===== src/rtl/bus_pkg.sv =====
// Shared definitions for the system bus DMA engine: register map, CTRL bit
// positions, FSM state encoding and the DMA window base address.
package bus_pkg;

  localparam logic [31:0] DMA_BASE = 32'hF000_0100;

  localparam logic [1:0] REG_SRC  = 2'd0;
  localparam logic [1:0] REG_DST  = 2'd1;
  localparam logic [1:0] REG_LEN  = 2'd2;
  localparam logic [1:0] REG_CTRL = 2'd3;

  localparam int CTRL_START   = 0;
  localparam int CTRL_BUSY    = 1;
  localparam int CTRL_DONE    = 2;
  localparam int CTRL_ABORT   = 3;
  localparam int CTRL_IRQEN   = 4;
  localparam int CTRL_ABORTED = 5;

  typedef enum logic [2:0] {
    ST_IDLE,
    ST_REQ,
    ST_READ,
    ST_WRITE,
    ST_FINISH
  } dmaState_t;

  // Bus transfers are word-sized; the low address bits are dropped on load.
  function automatic logic [31:0] wordAlign(input logic [31:0] addr);
    return {addr[31:2], 2'b00};
  endfunction

endpackage


===== src/rtl/bus_dma_if.sv =====
// Bundle of the DMA's responder (CPU register window) and initiator (bus
// master) signals; slave is the DMA's view, master the system's view.
interface bus_dma_if;

  logic        sChipSelect;
  logic        sWriteEnable;
  logic [1:0]  sAddress;
  logic [31:0] sDataIn;
  logic [31:0] sDataOut;

  logic        mRequest;
  logic        mGrant;
  logic [31:0] mAddress;
  logic        mWriteEnable;
  logic [31:0] mDataOut;
  logic [31:0] mDataIn;

  modport slave (
    input  sChipSelect, sWriteEnable, sAddress, sDataIn, mGrant, mDataIn,
    output sDataOut, mRequest, mAddress, mWriteEnable, mDataOut
  );

  modport master (
    output sChipSelect, sWriteEnable, sAddress, sDataIn, mGrant, mDataIn,
    input  sDataOut, mRequest, mAddress, mWriteEnable, mDataOut
  );

endinterface


===== src/rtl/bus_dma.sv =====
// Word-copy DMA engine: CPU-programmed register window plus a bus initiator
// that alternates read and write cycles (2 cycles per word while granted).
module bus_dma
  import bus_pkg::*;
#(
  parameter int LEN_WIDTH = 16
) (
  input  logic     clk,
  input  logic     reset,
  bus_dma_if.slave bus,
  output logic     irq
);

  dmaState_t            state;
  logic [31:0]          srcReg;
  logic [31:0]          dstReg;
  logic [LEN_WIDTH-1:0] lenReg;
  logic [31:0]          curSrc;
  logic [31:0]          curDst;
  logic [LEN_WIDTH-1:0] remain;
  logic                 done;
  logic                 aborted;
  logic                 irqEn;
  logic                 abortPend;

  logic        busy;
  logic        cpuWr;
  logic        cpuRd;
  logic        ctrlWr;
  logic        startReq;
  logic        clearReq;
  logic        abortReq;
  logic [31:0] rdData;

  assign busy     = (state != ST_IDLE);
  assign cpuWr    = bus.sChipSelect & bus.sWriteEnable;
  assign cpuRd    = bus.sChipSelect & ~bus.sWriteEnable;
  assign ctrlWr   = cpuWr && (bus.sAddress == REG_CTRL);
  assign startReq = ctrlWr & bus.sDataIn[CTRL_START] & ~busy;
  assign clearReq = ctrlWr & bus.sDataIn[CTRL_DONE];
  assign abortReq = ctrlWr & bus.sDataIn[CTRL_ABORT] & busy;

  always_comb begin
    rdData = '0;
    case (bus.sAddress)
      REG_SRC: rdData = srcReg;
      REG_DST: rdData = dstReg;
      REG_LEN: rdData = 32'(lenReg);
      default: begin
        rdData[CTRL_BUSY]    = busy;
        rdData[CTRL_DONE]    = done;
        rdData[CTRL_IRQEN]   = irqEn;
        rdData[CTRL_ABORTED] = aborted;
      end
    endcase
  end

  // Initiator outputs follow the state directly; a pending abort suppresses the read address.
  always_comb begin
    bus.mAddress     = '0;
    bus.mWriteEnable = 1'b0;
    bus.mDataOut     = '0;
    case (state)
      ST_READ: begin
        if (!abortPend) bus.mAddress = curSrc;
      end
      ST_WRITE: begin
        bus.mAddress     = curDst;
        bus.mWriteEnable = bus.mGrant;
        bus.mDataOut     = bus.mDataIn;
      end
      default: ;
    endcase
  end

  assign bus.mRequest = (state == ST_REQ) || (state == ST_READ) || (state == ST_WRITE);

  always_ff @(posedge clk) begin
    if (!reset) begin
      state        <= ST_IDLE;
      srcReg       <= '0;
      dstReg       <= '0;
      lenReg       <= '0;
      curSrc       <= '0;
      curDst       <= '0;
      remain       <= '0;
      done         <= 1'b0;
      aborted      <= 1'b0;
      irqEn        <= 1'b0;
      abortPend    <= 1'b0;
      bus.sDataOut <= '0;
      irq          <= 1'b0;
    end else begin
      if (cpuRd) bus.sDataOut <= rdData;
      irq <= done & irqEn;

      if (cpuWr && !busy) begin
        case (bus.sAddress)
          REG_SRC: srcReg <= bus.sDataIn;
          REG_DST: dstReg <= bus.sDataIn;
          REG_LEN: lenReg <= bus.sDataIn[LEN_WIDTH-1:0];
          default: ;
        endcase
      end
      if (ctrlWr)   irqEn     <= bus.sDataIn[CTRL_IRQEN];
      if (clearReq) begin
        done    <= 1'b0;
        aborted <= 1'b0;
      end
      if (abortReq) abortPend <= 1'b1;

      // FSM updates come after the CPU writes so a FINISH beats a DONE clear.
      case (state)
        ST_IDLE: begin
          if (startReq) begin
            if (lenReg != '0) begin
              curSrc    <= wordAlign(srcReg);
              curDst    <= wordAlign(dstReg);
              remain    <= lenReg;
              done      <= 1'b0;
              aborted   <= 1'b0;
              abortPend <= 1'b0;
              state     <= ST_REQ;
            end else begin
              done <= 1'b1;
            end
          end
        end
        ST_REQ: begin
          if (bus.mGrant) state <= ST_READ;
        end
        ST_READ: begin
          if (abortPend) begin
            abortPend <= 1'b0;
            aborted   <= 1'b1;
            state     <= ST_FINISH;
          end else if (bus.mGrant) begin
            state <= ST_WRITE;
          end
        end
        ST_WRITE: begin
          // Without grant the word is re-read, since the read data is stale by then.
          if (bus.mGrant) begin
            curSrc <= curSrc + 32'd4;
            curDst <= curDst + 32'd4;
            remain <= remain - LEN_WIDTH'(1);
            state  <= (remain == LEN_WIDTH'(1)) ? ST_FINISH : ST_READ;
          end else begin
            state <= ST_READ;
          end
        end
        ST_FINISH: begin
          done  <= 1'b1;
          state <= ST_IDLE;
        end
        default: state <= ST_IDLE;
      endcase
    end
  end

endmodule

===== src/flat_wrapper.sv =====
// flat-port wrapper written by rule: the top's interface ports become plain ports
module bus_dma_flat import bus_pkg::*;
#(
  parameter int LEN_WIDTH = 16
)
  (clk, reset, irq, bus_sChipSelect, bus_sWriteEnable, bus_sAddress, bus_sDataIn, bus_mGrant, bus_mDataIn, bus_sDataOut, bus_mRequest, bus_mAddress, bus_mWriteEnable, bus_mDataOut);
  bus_dma_if bus_i ();
  input  logic clk;
  input  logic reset;
  output logic irq;
  input wire logic [$bits(bus_i.sChipSelect)-1:0] bus_sChipSelect;
  input wire logic [$bits(bus_i.sWriteEnable)-1:0] bus_sWriteEnable;
  input wire logic [$bits(bus_i.sAddress)-1:0] bus_sAddress;
  input wire logic [$bits(bus_i.sDataIn)-1:0] bus_sDataIn;
  input wire logic [$bits(bus_i.mGrant)-1:0] bus_mGrant;
  input wire logic [$bits(bus_i.mDataIn)-1:0] bus_mDataIn;
  output wire logic [$bits(bus_i.sDataOut)-1:0] bus_sDataOut;
  output wire logic [$bits(bus_i.mRequest)-1:0] bus_mRequest;
  output wire logic [$bits(bus_i.mAddress)-1:0] bus_mAddress;
  output wire logic [$bits(bus_i.mWriteEnable)-1:0] bus_mWriteEnable;
  output wire logic [$bits(bus_i.mDataOut)-1:0] bus_mDataOut;
  assign bus_i.sChipSelect = bus_sChipSelect;
  assign bus_i.sWriteEnable = bus_sWriteEnable;
  assign bus_i.sAddress = bus_sAddress;
  assign bus_i.sDataIn = bus_sDataIn;
  assign bus_i.mGrant = bus_mGrant;
  assign bus_i.mDataIn = bus_mDataIn;
  assign bus_sDataOut = bus_i.sDataOut;
  assign bus_mRequest = bus_i.mRequest;
  assign bus_mAddress = bus_i.mAddress;
  assign bus_mWriteEnable = bus_i.mWriteEnable;
  assign bus_mDataOut = bus_i.mDataOut;
  bus_dma #(.LEN_WIDTH(LEN_WIDTH)) u_core (.clk(clk), .reset(reset), .bus(bus_i), .irq(irq));
endmodule

===== config.mk =====
export PLATFORM = sky130hd
export DESIGN_NAME = bus_dma_flat
export DESIGN_NICKNAME = d
export VERILOG_FILES = /design/src/rtl/bus_pkg.sv /design/src/rtl/bus_dma_if.sv /design/src/rtl/bus_dma.sv /design/src/flat_wrapper.sv
export SDC_FILE = /design/constraint.sdc
export NUM_CORES = 1
export LEC_CHECK = 0
export BUFFER_PORTS_ARGS = -buffer_cell sky130_fd_sc_hd__clkbuf_2
export CELL_PAD_IN_SITES_DETAIL_PLACEMENT = 0
export CELL_PAD_IN_SITES_GLOBAL_PLACEMENT = 1
export CORE_ASPECT_RATIO = 1.4
export CORE_MARGIN = 3
export CORE_UTILIZATION = 41
export CTS_CLUSTER_DIAMETER = 50
export DETAILED_ROUTE_END_ITERATION = 12
export PLACE_DENSITY = 0.83
export SLEW_MARGIN = 30
export SYNTH_ARGS = -nofsm -noshare
export SYNTH_HDL_FRONTEND = slang
export SYNTH_SLANG_ARGS = --single-unit

===== constraint.sdc =====
create_clock -name clk -period 2.4 [get_ports clk]
set_input_delay 0.48 -clock clk [delete_from_list [all_inputs] [get_ports clk]]
set_output_delay 0.48 -clock clk [all_outputs]
set_load 0.005 [all_outputs]

* Word-level counts from Yosys, hierarchy flattened *
Cells that the tools add are included.

word-level totals
  output and inout bits = 99
  register bits = 200
  input bits = 71
  word-level logic and storage cells = 97

operators by class
  mux-type cells = 43
  reduce and logical (&&, ||, !) cells = 15
  bitwise gates (word level) = 10
  add/subtract/negate cells = 3
  eq/ne operators = 13

operator list
  kind                                                   number
  two-way mux 32 bit                                     8
  case mux 32 bit (2 select lines)                       3
  case mux 26 bit (3 select lines)                       1
  adder 32 x 3 -> 32 bit (second input constant)         2
  two-way mux 16 bit                                     3
  case mux 16 bit (2 select lines)                       1
  two-way mux 3 bit                                      7
  equality test 16 x 1 -> 1 bit (second input constant)  1
  nonzero test 16 bit                                    1
  subtractor 16 x 1 -> 16 bit (second input constant)    1
  two-way mux 1 bit                                      12
  case mux 2 bit (3 select lines)                        2
  case mux 3 bit (4 select lines)                        1
  AND 1 bit                                              8
  AND reduction 4 bit                                    2
  equality test 3 x 2 -> 1 bit (second input constant)   2
  case mux 1 bit (2 select lines)                        3
  case mux 1 bit (3 select lines)                        2
  AND reduction 2 bit                                    3
  equality test 2 bit (second input constant)            2
  != test 2 x 1 -> 1 bit (second input constant)         2
  != test 2 bit (second input constant)                  2
  equality test 3 x 1 -> 1 bit (second input constant)   1
  equality test 3 bit (second input constant)            1
  other kinds (10)                                       13

* Depth between registers and ports, before layout *
  depth after elaboration = 8
  gate-level depth with buffers = 9
  depth with buffers taken out = 7

* Worst setup path after synthesis *
Ideal clock, no wire load.

  path kind = reg-to-output
  start point = register u_core.state[1]
  end point = output bus_mAddress[10]
  data arrival time = 1,590 ps
  required time = 1,920 ps
  setup slack = 330 ps
  path buffers = 4
  cell stages (with the launch flop) = 7
  cells stage by stage = dfxtp_1 > buf_2 > and3b_1 > clkbuf_1 > clkbuf_1 > clkbuf_1 > a22o_1

between the ends
  word-level cells in the longest chain between the ends = 2
  elaborated cells between the ends (all ways) = 3

RTL lines
  item                                  line                source
  start, declared                       bus_dma.sv:14       dmaState_t state;
  start signal, assigned                bus_dma.sv:147      state <= (remain == LEN_WIDTH'(1)) ? ST_FINISH : ST_READ;
  equality test 3 x 2 -> 1 bit          bus_dma.sv:63       case (state)
  case mux 32 bit (2 select lines) (*)  bus_dma.sv:63
  end, declared                         flat_wrapper.sv:19  output wire logic [$bits(bus_i.mAddress)-1:0] bus_mAddress;

Every way passes the cells marked *; elsewhere a longest branch is shown, timed or not.

* Worst setup path after layout *
  start point = register u_core.state[2]
  end point = output bus_mAddress[31]

Same word-level chain as after synthesis.

==> summary.md <==
The run finished with clean final reports. Yosys printed 0 warnings. The count of input and output buffers is 167, and the count of clock tree sinks is 196. Maximum fanout along the worst path: 79.

For the initial core utilization, the log shows 41.8%. Leaving out fill and tap cells, the most frequent cells in the layout are nand2_1, dfxtp_1, clkbuf_2. The growth of design area from synthesis to finish came out at 19.5%. The tools report the overall routed net length as 36800 um. The worst register-to-register path begins at u_core.curSrc[10].

Setup repair after global routing left no endpoint under its margin. The tools report the nature of the critical path endpoint as a primary output. At the worst endpoint, the arrival time is 1850 ps.

The tools report the number of global-route vias before repair as 10300. The number of remaining DRC errors was 0. Setup violations remaining at the end of the flow were counted as 0. Across the routed clock network, the largest skew measured is 10.7 ps. The initial antenna violation count is 0.

The run gives 0 as the hold buffer count at CTS. From left edge to right edge, the die measures 140 um. For the data required time of the critical path, the log shows 1920 ps.

The worst setup path is launched from a register. In this run, synthesis inferred 0 flip-flops with an integrated enable. Final count of pins violating max slew: 0. Counting the fill cells in the layout gives 2476. The clock transition at the register clock pins on the worst setup and hold paths after CTS came out at 70 ps. The via density per instance works out to 6.05.

Maximum buffer depth of the clock tree: 2. The number of antenna diodes in the final layout is 0. In this run the remaining antenna-violating nets after routing total 0.

At the end of the flow, the number of nets in the layout was 1582. The worst-case IR drop observed on VDD is 502 uV. The worst register-to-register path ends at u_core.curSrc[25]. The clock tree synthesis step divided the H-tree into 4 levels. The most common cell after layout, fill and taps aside was nand2_1. The shortest period the worst path allows was 2330 ps; the setup TNS was 0 ps.

The area inside the core boundary was 24700 sq um; the summed instance area of the synthesized netlist was 10300 sq um. The final hold violation count is 0. The highest attainable clock frequency is 428 MHz. The mean cell area of the mapped netlist was 7.54 sq um; the floorplan die height was 194 um. The detailed router finished its first iteration with 1042 violations.

The clock tree root driver cell is clkbuf_16. In this run the most critical hold path is launched from bus_sDataIn[31]. The via count was 11100; the number of CTS-inserted buffers was 17. In the synthesized netlist the dominant register cell turns out to be dfxtp_1. For the weighted congestion at the end of routability-driven global placement, the log shows 0.948. Dividing total power by cell area gives a power density of 534 nW/um^2.

The critical path is of the reg -> out type. The cell count of the worst reg-to-reg path is 5, and the share of final-layout standard cells stronger than drive strength 1 is 21.0%. The slew of the pin with the lowest slew margin works out to 980 ps. Of all flip-flops after synthesis, the portion carrying an async set or reset was 0%. The largest single stage delay on the critical path is 370 ps.

In the global route stage, overall resource usage came out at 26.2%. The floorplan step defined a die boundary enclosing 27100 sq um. The final worst hold slack is 268 ps. In the final routed layout, each cell accounts on average for 20.0 um. In this run the static leakage power is 4.65 nW. After global routing the overflow that remains totals 0. The logs give 80 for the largest net degree at the start of global routing and 0 for the max-cap check violation count. Detailed placement finished with a half-perimeter wire length of 26200 um. 170 I/O pins were placed. The clock latency on the worst-skew pair was 450 ps; the length of the first detailed-routing pass in iterations was 5. Synthesis produced a netlist whose cell count is 1366.

The synthesized netlist contains 72 unique library cells. After synthesis the netlist holds a flip-flop and latch count of 196. The placement row count was 68; the tightest slew margin relative to the limit was 34.4%. TritonCTS built the clock tree. Traced cell by cell, the critical path runs through and3b_4, buf_16, a22o_1, clkbuf_2. The global-route wire length before repair came out at 57400 um. The worst hold path belongs to the class in -> reg. Among all stages on the critical path, the largest delay is contributed by dfxtp_2.

End point of the most critical hold path: u_core.srcReg[31]. Across all register-to-register paths, the minimum setup slack is 160 ps. The portion of the post-synthesis area used by sequential elements is 38.1%.

Counting instances, the worst hold path has a depth of 3. Of the available clock period, the critical path in the final layout requires 97.3%.
## timing repair
item,CTS,global route
pin swaps,0,1
setup buffers,0,0
resized for setup,2,4
setup endpoints to repair,56,10
## cell usage after synthesis (all sizes together) (4+ instances only)
| master | count | area share, % |
|---|---|---|
| a211oi | 12 | 0.87 |
| a21o | 7 | 0.51 |
| a21oi | 162 | 7.9 |
| a22o | 31 | 2.6 |
| a22oi | 22 | 1.6 |
| a31oi | 13 | 0.93 |
| and2 | 38 | 2.3 |
| and3 | 10 | 0.61 |
| and4 | 10 | 0.85 |
| buf | 31 | 1.5 |
| clkbuf | 88 | 3.2 |
| dfxtp | 196 | 38 |
| ha | 4 | 0.49 |
| inv | 9 | 0.33 |
| mux2 | 15 | 1.6 |
| mux2i | 23 | 2.2 |
| mux4 | 4 | 0.87 |
| nand2 | 303 | 11 |
| nand3 | 34 | 1.7 |
| nand3b | 4 | 0.29 |
| nand4 | 26 | 1.6 |
| nor2 | 96 | 3.5 |
| nor2b | 6 | 0.36 |
| nor3 | 31 | 1.7 |
| nor3b | 6 | 0.53 |
| nor4 | 20 | 1.2 |
| o211ai | 6 | 0.44 |
| o21ai | 50 | 2.4 |
| o22ai | 9 | 0.55 |
| o2bb2ai | 5 | 0.42 |
| o31a | 9 | 0.76 |
| o31ai | 19 | 1.5 |
| o32ai | 5 | 0.42 |
| o41ai | 5 | 0.42 |
| or3 | 5 | 0.30 |
| or4 | 10 | 0.76 |
## sequential cells by signal, indices dropped and copies added, names as in the netlist
signal and count:
u_core.bus.sDataOut 32, u_core.dstReg 32, u_core.srcReg 32, u_core.curDst 30, u_core.curSrc 30, u_core.lenReg 16
u_core.remain 16, u_core.state 3, u_core.abortPend 1, u_core.aborted 1, u_core.done 1, u_core.irq 1
u_core.irqEn 1
## logic make-up (layout without fill, tap and decap cells)
kind of cell	Yosys count	after routing	synth area share [%]
fa+ha+maj	4	4	0.486
compound gates	384	384	23.9
other cells	1	2	0.0364
mux	42	42	4.75
simple gates	611	611	27.7
flops	196	196	38.1
buf+inv	128	281	5.04
## worst max-delay path: cells and delay by family (launching register included)
| kind | cells | cell delay (ps) |
|---|---|---|
| and+or+nand+nor | 1 | 350 |
| DFF | 1 | 370 |
| buffers and inverters | 2 | 410 |
| AOI/OAI and AO/OA | 1 | 240 |
## routing by layer
metal,up-vias,routed length (um),track usage (%)
met1,5286,15000,34.5
li1,5164,-,-
met2,567,17400,42.6
met4,0,1170,9.80
met5,-,0,0
met3,83,3160,5.07
## power by group
part           total [mW]  internal [mW]  switching [mW]
combinational       0.475          0.177           0.298
clock                2.76           1.46            1.31
sequential           3.34           3.30          0.0412
## through the flow
| step | worst slack [ps] | power (mW) | utilization (%) | std cells | area [sq um] |
|---|---|---|---|---|---|
| after floorplan | 330 | 3.65 | - | 1367 | 10300 |
| after global placement | 237 | 3.88 | 47.6 | 1803 | 11700 |
| after detailed placement | 198 | 3.88 | 47.6 | 1803 | 11700 |
| after CTS | 37.5 | 6.62 | 49.9 | 1835 | 12300 |
| after global routing | 9.04 | 6.78 | 49.9 | 1835 | 12300 |
| final | 65.0 | 6.58 | 49.9 | 1835 | 12300 |
## worst max-delay path by stage
stage | from | to | slack (ps) | cells after the start
6_report | u_core.state[2] | bus_mAddress[31] | 70 | 4
5_1_grt | u_core.state[0] | bus_mAddress[2] | 9 | 6
4_1_cts | u_core.state[2] | bus_mAddress[31] | 40 | 4
3_5_place_dp | u_core.lenReg[7] | u_core.curSrc[25] | 200 | 7
3_3_place_gp | u_core.lenReg[7] | u_core.remain[4] | 240 | 7
2_1_floorplan | u_core.state[1] | bus_mAddress[10] | 330 | 6
## cell type report
| type | count | area (sq um) | share of cell area, % |
|---|---|---|---|
| Clock inverter | 12 | 105 | 0.853 |
| Tap cell | 315 | 394 | 3.20 |
| Clock buffer | 20 | 447 | 3.63 |
| Timing Repair Buffer | 240 | 1520 | 12.3 |
| Sequential cell | 196 | 3930 | 31.9 |
| Inverter | 9 | 36.3 | 0.295 |
| Multi-Input combinational cell | 1043 | 5890 | 47.8 |
No activity file was read; power rests on OpenSTA's default activity.
